**src/rtl/pwm_pkg.sv**
```systemverilog
// pwm_pkg: shared defaults and helpers for the PWM DAC output stage.
//   WIDTH_DEF      - default sample/duty width (PWM period is 2**WIDTH ticks)
//   PRESCALE_W_DEF - default width of the runtime tick prescaler input
//   PERIOD_MAX     - last period-counter value for the default width
//   period_max()   - last period-counter value for an arbitrary width
package pwm_pkg;

  localparam int unsigned WIDTH_DEF      = 8;
  localparam int unsigned PRESCALE_W_DEF = 4;
  localparam int unsigned PERIOD_MAX     = (1 << WIDTH_DEF) - 1;

  function automatic int unsigned period_max(input int unsigned w);
    return (1 << w) - 1;
  endfunction

endpackage

```
**src/rtl/pwm_prescaler.sv**
```systemverilog
// pwm_prescaler: runtime-programmable tick divider.
//   clk      in   system clock
//   rst      in   synchronous active-high reset
//   en       in   run enable; when low the count is held at zero and no ticks issue
//   prescale in   divider; one tick every prescale+1 clk
//   tick     out  combinational tick strobe
module pwm_prescaler
  import pwm_pkg::*;
#(
  parameter int unsigned PRESCALE_W = PRESCALE_W_DEF
) (
  input  logic                  clk,
  input  logic                  rst,
  input  logic                  en,
  input  logic [PRESCALE_W-1:0] prescale,
  output logic                  tick
);

  logic [PRESCALE_W-1:0] pcnt_q, pcnt_d;

  always_comb begin
    // >= rather than == so lowering prescale below the running count cannot
    // strand the counter until it wraps around its full range.
    tick   = en && (pcnt_q >= prescale);
    pcnt_d = pcnt_q + PRESCALE_W'(1);
    if (!en || tick) begin
      pcnt_d = '0;
    end
  end

  always_ff @(posedge clk) begin
    if (rst) begin
      pcnt_q <= '0;
    end else begin
      pcnt_q <= pcnt_d;
    end
  end

endmodule

```
**src/rtl/pwm_dac.sv**
```systemverilog
// pwm_dac: single-bit PWM output stage with double-buffered duty.
//   clk          in   system clock
//   rst          in   synchronous active-high reset
//   en           in   PWM run enable
//   prescale     in   tick divider; one tick every prescale+1 clk
//   sample_in    in   sample from the amplitude selector
//   sample_valid in   sample_in valid this cycle
//   sample_ready out  block can accept a sample this cycle
//   pwm_out      out  registered PWM output
//   period_start out  one-clk pulse on the first clk of each new period
//   current_duty out  duty value in force
//   overrun      out  sticky flag: a sample was dropped
module pwm_dac
  import pwm_pkg::*;
#(
  parameter int unsigned WIDTH      = WIDTH_DEF,
  parameter int unsigned PRESCALE_W = PRESCALE_W_DEF
) (
  input  logic                  clk,
  input  logic                  rst,
  input  logic                  en,
  input  logic [PRESCALE_W-1:0] prescale,
  input  logic [WIDTH-1:0]      sample_in,
  input  logic                  sample_valid,
  output logic                  sample_ready,
  output logic                  pwm_out,
  output logic                  period_start,
  output logic [WIDTH-1:0]      current_duty,
  output logic                  overrun
);

  localparam logic [WIDTH-1:0] CntMax = WIDTH'(period_max(WIDTH));

  logic             tick;
  logic             wrap;
  logic             load;
  logic             accept;

  logic [WIDTH-1:0] cnt_q, cnt_d;
  logic [WIDTH-1:0] duty_q, duty_d;
  logic [WIDTH-1:0] pending_q, pending_d;
  logic             pending_full_q, pending_full_d;
  logic             pwm_q, pwm_d;
  logic             period_start_q, period_start_d;
  logic             overrun_q, overrun_d;

  pwm_prescaler #(
    .PRESCALE_W (PRESCALE_W)
  ) u_prescaler (
    .clk      (clk),
    .rst      (rst),
    .en       (en),
    .prescale (prescale),
    .tick     (tick)
  );

  always_comb begin
    wrap = tick && (cnt_q == CntMax);
    // While disabled the duty tracks the holding register every cycle, so a
    // freshly enabled run starts with the latest sample.
    load         = !en || wrap;
    sample_ready = !pending_full_q || load;
    accept       = sample_valid && sample_ready;

    cnt_d = cnt_q;
    if (!en) begin
      cnt_d = '0;
    end else if (tick) begin
      cnt_d = cnt_q + WIDTH'(1);
    end

    duty_d = duty_q;
    if (load && pending_full_q) begin
      duty_d = pending_q;
    end

    // Accept wins over load: when both happen, the old pending moves into
    // the duty and the new sample refills the holding register.
    pending_d      = pending_q;
    pending_full_d = pending_full_q;
    if (accept) begin
      pending_d      = sample_in;
      pending_full_d = 1'b1;
    end else if (load) begin
      pending_full_d = 1'b0;
    end

    overrun_d      = overrun_q || (sample_valid && !sample_ready);
    pwm_d          = en && (cnt_q < duty_q);
    period_start_d = en && wrap;
  end

  always_ff @(posedge clk) begin
    if (rst) begin
      cnt_q          <= '0;
      duty_q         <= '0;
      pending_q      <= '0;
      pending_full_q <= 1'b0;
      pwm_q          <= 1'b0;
      period_start_q <= 1'b0;
      overrun_q      <= 1'b0;
    end else begin
      cnt_q          <= cnt_d;
      duty_q         <= duty_d;
      pending_q      <= pending_d;
      pending_full_q <= pending_full_d;
      pwm_q          <= pwm_d;
      period_start_q <= period_start_d;
      overrun_q      <= overrun_d;
    end
  end

  assign pwm_out      = pwm_q;
  assign period_start = period_start_q;
  assign current_duty = duty_q;
  assign overrun      = overrun_q;

endmodule

```
**config.mk**
```make
export PLATFORM = sky130hd
export DESIGN_NAME = pwm_dac
export DESIGN_NICKNAME = d
export VERILOG_FILES = /design/src/rtl/pwm_pkg.sv /design/src/rtl/pwm_prescaler.sv /design/src/rtl/pwm_dac.sv
export SDC_FILE = /design/constraint.sdc
export NUM_CORES = 1
export LEC_CHECK = 0
export BUFFER_PORTS_ARGS = -buffer_cell sky130_fd_sc_hd__buf_2
export CAP_MARGIN = 20
export CORE_MARGIN = 2
export CORE_UTILIZATION = 40
export CTS_CLUSTER_SIZE = 25
export DETAILED_ROUTE_END_ITERATION = 7
export GPL_TIMING_DRIVEN = 0
export PLACE_DENSITY = 0.58
export SYNTH_ARGS = -nofsm -noshare
export SYNTH_HDL_FRONTEND = slang
export SYNTH_HIERARCHICAL = 1
export SYNTH_SLANG_ARGS = --single-unit
```
**constraint.sdc**
```tcl
create_clock -name clk -period 3 [get_ports clk]
set_input_delay 0.6 -clock clk [delete_from_list [all_inputs] [get_ports clk]]
set_output_delay 0.6 -clock clk [all_outputs]
set_load 0.02 [all_outputs]
```
# Word-level counts from Yosys, hierarchy flattened
# Cells that the tools add are included.
[totals] word_cells=33 ff_bits=32 output_inout_bits=12 in_bits=16
[classes] reduce_logical=17 bitwise_logic=1 n_addsub=2 order_cmp=2 eq_ne=1 mux=2
[op_table] cell="adder 8 x 1 -> 8 bit, second input constant" n=1
[op_table] cell="== test 8 bit, second input constant" n=1
[op_table] cell="< comparator 8 bit" n=1
[op_table] cell="logical AND 1 bit" n=7
[op_table] cell="adder 4 x 1 -> 4 bit, second input constant" n=1
[op_table] cell=">= comparator 4 bit" n=1
[op_table] cell="logical OR 1 bit" n=4
[op_table] cell="OR reduction 2 bit" n=2
[op_table] cell="logical NOT 1 bit" n=3
[op_table] cell="two-way mux 1 bit" n=2
[op_table] cell="nonzero test 2 bit" n=1
[op_table] cell="NOT 1 bit" n=1

# Depth between registers and ports, before layout
# Gate-level depths: netlist of the first run.
[logic_depth] word_depth=8 ltp_mapped=11 depth_no_buf=8

# By module
# The synthesis of the first run kept the hierarchy.
[modules_own_cells] mod="pwm_dac" cells_each=190 seq_area_each_um2=560.5 area_each_um2=1672.9 n_inst=1
[modules_own_cells] mod="pwm_prescaler" cells_each=27 seq_area_each_um2=80.1 area_each_um2=251.5 n_inst=1

# Least setup slack after synthesis of the first run
# No wires, ideal clock.
[synth_timing] kind="input to output" from="in prescale[3]" to="out sample_ready" required_time_ns=2.400 path_buffers=1 arrival_ns=2.069 setup_slack_ns=0.331 stages=8 cell_sequence="inv_1 ha_1 o211ai_1 o21ai_2 and2_2 buf_2 nand4_4 o21bai_1"
[synth_between] elab_chain_cells=5
[synth_lines] item="from (decl)" line_no="pwm_dac.sv:22" rtl="input logic [PRESCALE_W-1:0] prescale,"
[synth_lines] item=">= comparator 4 bit" line_no="pwm_prescaler.sv:24" rtl="tick = en && (pcnt_q >= prescale);"
[synth_lines] item="logical AND 1 bit" line_no="pwm_prescaler.sv:24"
[synth_lines] item="named net tick" line_no="pwm_dac.sv:34" rtl="logic tick;"
[synth_lines] item="logical AND 1 bit" line_no="pwm_dac.sv:58" rtl="wrap = tick && (cnt_q == CntMax);"
[synth_lines] item="logical OR 1 bit" line_no="pwm_dac.sv:61" rtl="load = !en || wrap;"
[synth_lines] item="logical OR 1 bit" line_no="pwm_dac.sv:62" rtl="sample_ready = !pending_full_q || load;"
[synth_lines] item="to (decl)" line_no="pwm_dac.sv:25" rtl="output logic sample_ready,"
# The timed path passes the listed nets, and every way through them passes these cells.

# Final worst setup path of the first run
# Ends and elaborated chain as after synthesis.

==> summary.md, run 1 <==
| Metric | Value |
|---|---|
| Status | `complete, no violations` |
| RSZ-0062 raised after global routing | `false` |
| Tot GR Track Use | `19.1%` |
| Relative slew slack | `52.8%` |
| Max Fclk | `354 MHz` |
| Layout Nets | `287` |
| Final hold violations | `0` |
| Core area | `4690 sq um` |
| WP data arrival | `2220 ps` |
| Setup slack, reg-to-reg | `560 ps` |
| Fill count | `470` |
| Crit-path max FO | `7` |
| Hold depth | `2` |
| Minimum clock period | `2820 ps` |
| Setup TNS Final | `0 ps` |
| Net Count, Synth | `246` |
| First-pass GRT wire length | `7.91 mm` |
| CTS tree | `done` |
| Crit end category | `output pin` |
| Yosys warning total | `6` |
| Post-DP HPWL | `3.42 mm` |
| Residual DRC | `0` |
| Post-synth EDFFs | `0` |
| Pwr Density | `429 nW/um^2` |
| Synthesized area per cell | `8.87 sq um` |
| Final Util | `48.8%` |
| LEAKAGE | `0.878 nW` |
| Die area | `5380 sq um` |
| Final period utilization | `94.1%` |
| Reg clk slew, reported paths | `70 ps` |
| Worst Hold Launch | `overrun` |
| Hold buffer count at cts | `0` |
| Reported max-cap violation count | `0` |
| Seq/Total Area, Yosys | `33.3%` |
| FF-to-FF path depth | `12` |
| Die width | `73.4 um` |
| H-tree Lvls | `2` |
| Fraction of layout cells with a size suffix above 1 | `24.3%` |
| CP Launch Type | `input port` |
| Vias per cell | `5.63` |
| Clk sinks | `32` |
| Initial DRC count | `68` |
| Wire per inst | `15.3 um` |
| Input/output buffers | `27` |
| Setup Crit Path Kind | `input port to output pin` |
| Largest net degree at the start of global routing | `11` |
| Post-route cell area | `2290 sq um` |
| Asr flop ratio synth | `0%` |
| Buffer levels on the longest clock path | `2` |
| CTS root buffer | `clkbuf_8` |
| Area post-placement | `2130 sq um` |
| Num rows | `25` |
| Vias in the first global route | `1611` |
| R2r startpoint | `u_prescaler/pcnt_q[0]` |
| GPL Wtd Cong | `0.773` |
| IO Pins | `28` |
| Total CTS buffers | `5` |
| Critical Path RT | `2400 ps` |
| Final Skew | `7.63 ps` |
| Syn Inst Count | `217` |
| Die Span Y | `73.4 um` |
| Area delta synth->final | `19.1%` |
| Worst-Skew Late Latency | `280 ps` |
| Final wirelength | `4.78 mm` |
| Peak VDD IR | `0.000261 V` |
| Worst flop-to-flop path endpoint | `current_duty[2]` |
| Slew @ Worst Pin | `708 ps` |
| # diodes | `0` |
| Hold path endpoint | `overrun` |
| Initial core utilization | `41.0%` |
| Mapped cell area | `1920 sq um` |
| DRT Pass-1 Iters | `4` |
| Worst Hold Class | `flop to flop` |
| Netlist cell types | `39` |
| Final Setup Violations | `0` |
| Initial antenna violation count | `0` |
| Remaining Overflow, GRT | `0` |
| Flops & latches, synth | `32` |
| DR vias | `1762` |
| Top_reg_cell synth | `dfxtp_1` |
| Routed Antenna Nets | `0` |
| Max Slew Vio Count | `0` |
registers in the layout, summed over array words and instances, names as in the netlist:
name                count
cnt_q                   8
current_duty            8
pending_q               8
u_prescaler/pcnt_q      4
overrun                 1
pending_full_q          1
period_start            1
pwm_out                 1
layer usage:
layer  wire [um]  track usage [%]  vias to the layer above
li1            -                -                      891
met1        2220             26.2                      821
met2        2270             28.1                       39
met3         189             4.53                       11
met4          93             9.09                        0
met5           0                0                        -
power by group:
part | internal (mW) | leakage (nW) | switching (mW) | total [mW]
Clock | 0.246 | 0.0552 | 0.165 | 0.411
Sequential | 0.439 | 0.260 | 0.0143 | 0.453
Combinational | 0.0498 | 0.562 | 0.0676 | 0.117
Total | 0.735 | 0.878 | 0.247 | 0.982
critical path, stage by stage:
cell	delay, ps
buf_2	70
inv_1	30
ha_1	280
o211ai_1	100
o21ai_2	240
and2_2	170
buf_2	190
nand4_4	150
o21bai_2	200
buf_2	190
synth_stat cells (8+ instances only):
| library cell | n | area share, % |
|---|---|---|
| dfxtp_1 | 32 | 33 |
| nand2_1 | 27 | 5.3 |
| inv_1 | 16 | 3.1 |
| ha_1 | 13 | 8.5 |
| nor2b_1 | 11 | 3.6 |
| o211ai_1 | 9 | 3.5 |
| o221ai_2 | 9 | 7.0 |
| a2bb2oi_1 | 8 | 3.6 |
| a31oi_1 | 8 | 2.6 |
| o2111ai_1 | 8 | 3.6 |
cells by family (layout without fill, tap and decap cells):
group                      after synthesis  count (layout)  share of synthesized area [%]
and+or+nand+nor                         67              67                           18.2
AOI/OAI and AO/OA                       65              65                           29.0
buffers and inverters                   33              75                           7.80
DFF                                     32              32                           33.3
adders and majority gates               13              13                           8.45
xor gates and xnor gates                 6               6                           2.73
muxes                                    1               1                          0.520
what timing repair did:
item,CTS,global route
buffers inserted,0,7
endpoints found under the setup margin,0,1
gates resized for setup,0,1
how the worst max path moves through the flow:
stage	slack [ps]	end	cells past startpoint	startpoint
finish	180	sample_ready	10	prescale[3]
global route	30	sample_ready	10	prescale[3]
CTS	30	sample_ready	10	prescale[3]
detailed placement	40	sample_ready	10	prescale[3]
global placement	60	sample_ready	10	prescale[3]
floorplan	330	sample_ready	8	prescale[3]
cells in the final DEF, fill, tap and decap left out, types with 2 or more instances in the layout:
cell type  synthesis  layout
dfxtp_1           32      32
o221ai_2           9       9
o221ai_1           7       7
xor2_1             4       4
o2111ai_1          8       8
nand3_1            3       3
clkbuf_1           7       8
buf_4              0       7
nand4_1            4       4
or3_1              3       3
buf_2              6      33
o21ai_0            3       3
a21oi_1            5       5
o211ai_1           9       9
nand2_1           27      27
clkbuf_8           0       5
nor3_1             4       4
buf_1              2       2
a2111oi_0          2       2
a2bb2oi_1          8       8
nor2b_1           11      11
inv_1             16      16
a31oi_1            8       8
nand2b_1           3       3
xnor2_1            2       2
ha_1              13      13
nor2_1             7       7
final cells by class:
class / instances / area, sq um / share of cell area (%)
plain buffers: 17 / 90.1 / 3.93
well taps: 54 / 67.6 / 2.95
repair buffers: 34 / 188 / 8.19
inverters: 16 / 60.1 / 2.62
flip-flops and latches: 32 / 641 / 28.0
multi-input cells: 152 / 1140 / 49.6
clock inverters: 2 / 35.0 / 1.53
clock buffers: 6 / 72.6 / 3.17
per-stage QoR:
stage / power [mW] / cells / hold WS [ps] / setup WS, ps
after floorplan: 0.537 / 217 / 452 / 331
after global placement: 0.577 / 298 / 465 / 58.8
after detailed placement: 0.577 / 298 / 471 / 39.8
after CTS: 0.993 / 306 / 489 / 33.0
after global routing: 1.03 / 313 / 506 / 34.3
final: 0.982 / 313 / 483 / 178
No activity file was read; power rests on OpenSTA's default activity.
==> run 2: changes to the inputs <==
CTS_BUF_LIST = sky130_fd_sc_hd__clkbuf_8   (was default)
PLACE_DENSITY = default   (was 0.58)
==> summary.md, run 2 (synthesized netlist as in run 1, its figures left out) <==
| Metric | Value |
|---|---|
| H-tree Lvls | `2 (unchanged)` |
| Final Setup Violations | `0 (unchanged)` |
| Placed instance count | `298 (unchanged)` |
| Setup TNS Final | `0 ps (unchanged)` |
| Clk sinks | `32 (unchanged)` |
| IO Pins | `28 (unchanged)` |
| Die width | `73.4 um (unchanged)` |
| Initial core utilization | `41.0% (unchanged)` |
| Max Fclk | `349 MHz (-1.6%)` |
| Die Span Y | `73.4 um (unchanged)` |
| Reg clk slew, reported paths | `70 ps (about the same)` |
| CTS tree | `done` |
| Internal power | `0.669 mW (-9.0%)` |
| Critical-path top delay cell | `ha_1` |
| Remaining Overflow, GRT | `0 (unchanged)` |
| Worst path cell trace | `buf_2 > inv_1 > ha_1 > o211ai_1 > o21ai_2 > and2_2 > buf_2 > nand4_4 > o21bai_2 > buf_2` |
| Tot GR Track Use | `19.0% (-0.080 points)` |
| Crit-path max FO | `9 (+2)` |
| CP Launch Type | `input port` |
| Core area | `4690 sq um (unchanged)` |
| Worst Hold Class | `flop to flop` |
| Total CTS buffers | `5 (unchanged)` |
| Largest net degree at the start of global routing | `11 (unchanged)` |
| Num rows | `25 (unchanged)` |
| Peak VDD IR | `0.000279 V (+6.8%)` |
| Final Skew | `4.06 ps (-3.57 ps)` |
| Critical Path RT | `2400 ps (about the same)` |
| Initial DRC count | `88 (+29%)` |
| Most common cell after layout, fill and taps aside | `buf_2` |
| Final wirelength | `4.73 mm (-1.0%)` |
| DRT Pass-1 Iters | `4 (unchanged)` |
| Clk pwr share | `38.2% (-3.7 points)` |
| Seq pwr share | `49.3% (+3.1 points)` |
| First-pass GRT wire length | `7.82 mm (-1.2%)` |
| Non-Filler Instances | `306 (-2.2%)` |
| Vias in the first global route | `1642 (+1.9%)` |
| Max Slew Vio Count | `0 (unchanged)` |
| Routed Antenna Nets | `0 (unchanged)` |
| Gate power share | `12.5% (+0.5 points)` |
| Hold buffer count at cts | `0 (unchanged)` |
| Most frequent cells in the layout | `buf_2, dfxtp_1, nand2_1` |
| Initial antenna violation count | `0 (unchanged)` |
| Setup Crit Path Kind | `input port to output pin` |
| Relative slew slack | `54.4% (+1.6 points)` |
| CTS root buffer | `clkbuf_8` |
| Crit end category | `output pin` |
| Sw power | `0.250 mW (+1.2%)` |
| DR vias | `1785 (+1.3%)` |
| Worst-Skew Late Latency | `290 ps (about the same)` |
| RSZ-0062 raised after global routing | `false` |
| Post-DP HPWL | `3.33 mm (-2.7%)` |
| Most numerous cell on the critical path | `buf_2` |
| Slew @ Worst Pin | `684 ps (-23.8 ps)` |
| Die area | `5380 sq um (unchanged)` |
| Vias per cell | `5.83 (+3.6%)` |
| # diodes | `0 (unchanged)` |
| Reported max-cap violation count | `0 (unchanged)` |
| Final period utilization | `95.6% (+1.6 points)` |
| Layout Nets | `280 (-2.4%)` |
| Minimum clock period | `2870 ps (+46.9 ps)` |
| Buffer levels on the longest clock path | `2 (unchanged)` |
| LEAKAGE | `0.841 nW (-4.2%)` |
| CP peak stage delay | `280 ps (about the same)` |
| Fraction of layout cells with a size suffix above 1 | `22.6% (-1.7 points)` |
| Final hold violations | `0 (unchanged)` |
| Area delta synth->final | `15.5%` |
| WP data arrival | `2270 ps (+50 ps)` |
| Pwr Density | `413 nW/um^2 (-3.6%)` |
| Top Family by Delay on Critical Path | `compound AO/OA/AOI/OAI gates` |
| GPL Wtd Cong | `0.805 (+4.1%)` |
| Net switching share of the total power | `27.2% (+2.0 points)` |
| Total power | `0.919 mW (-6.4%)` |
| Fill count | `460 (-2.1%)` |
| Wire per inst | `15.5 um (+1.2%)` |
| Input/output buffers | `27 (unchanged)` |
| Status | `complete, no violations` |
| Critical path buffers and inverters | `4 (unchanged)` |
| Residual DRC | `0 (unchanged)` |
==> run 2: cell count changes in the layout (fill, tap and decap cells not counted) <==
cell	change
clkbuf_8	+1
bufinv_16	-1
buf_4	-7
clkbuf_1	-1
clkinv_2	+1
==> run 2: final timing paths <==
| check | startpoint | endpoint | slack, ps | cells after the start |
|---|---|---|---|---|
| worst min register to register | overrun | overrun | 470 | 2 |
| worst max-delay path | prescale[3] | sample_ready | 130 | 10 |
| worst max register to register | u_prescaler/pcnt_q[0] | pending_q[6] | 580 | 10 |
| worst min-delay path | overrun | overrun | 470 | 2 |
==> run 2: power by group through the flow <==
stage          Sequential, mW  Clock [mW]  Combinational, mW
3_5_place_dp            0.462           0              0.115
4_1_cts                 0.452       0.357              0.116
2_1_floorplan           0.463           0             0.0734
6_report                0.453       0.351              0.115
3_3_place_gp            0.462           0              0.114
5_1_grt                 0.455       0.375              0.128
==> run 2: final cells by class <==
cell class / instances / area, sq um / share of cell area [%]
Clock inverter: 2 / 10.0 / 0.450
Buffer: 17 / 90.1 / 4.05
Sequential cell: 32 / 641 / 28.8
Tap cell: 54 / 67.6 / 3.04
Clock buffer: 6 / 82.6 / 3.71
Multi-Input combinational cell: 152 / 1140 / 51.2
Timing Repair Buffer: 27 / 135 / 6.08
Inverter: 16 / 60.1 / 2.70
==> run 2: repair_timing <==
item | in CTS | in global routing
gates resized for setup | 0 | 1
buffers inserted | 0 | 0
endpoints found under the setup margin | 0 | 1
endpoints found under the hold margin | 0 | 0
==> run 2: per-layer routing <==
metal / global-route usage, % / vias up / wire (um)
met1: 25.7 / 846 / 2240
met5: 0 / - / 0
li1: - / 876 / -
met2: 28.4 / 56 / 2160
met3: 5.62 / 7 / 265
met4: 7.47 / 0 / 68
==> run 2: worst register-to-register path, cell delays in order (launching register included) <==
cell and delay (ps):
dfxtp_1 390, inv_1 60, ha_1 280, nor3b_2 50
o21ai_2 230, and2_2 170, buf_2 200, nand4_4 180
clkbuf_1 300, o2111ai_1 290, o221ai_2 120
==> run 2: metrics by stage <==
stage | area, sq um | utilization (%) | hold WS (ps) | setup WS, ps
final | 2220 | 47.4 | 471 | 131
after global routing | 2220 | 47.4 | 509 | 4.34
after CTS | 2220 | 47.3 | 474 | 39.9
after detailed placement | 2130 | 45.3 | 462 | 45.7
after global placement | 2130 | 45.3 | 457 | 63.7
after floorplan | 1920 | - | 452 | 331
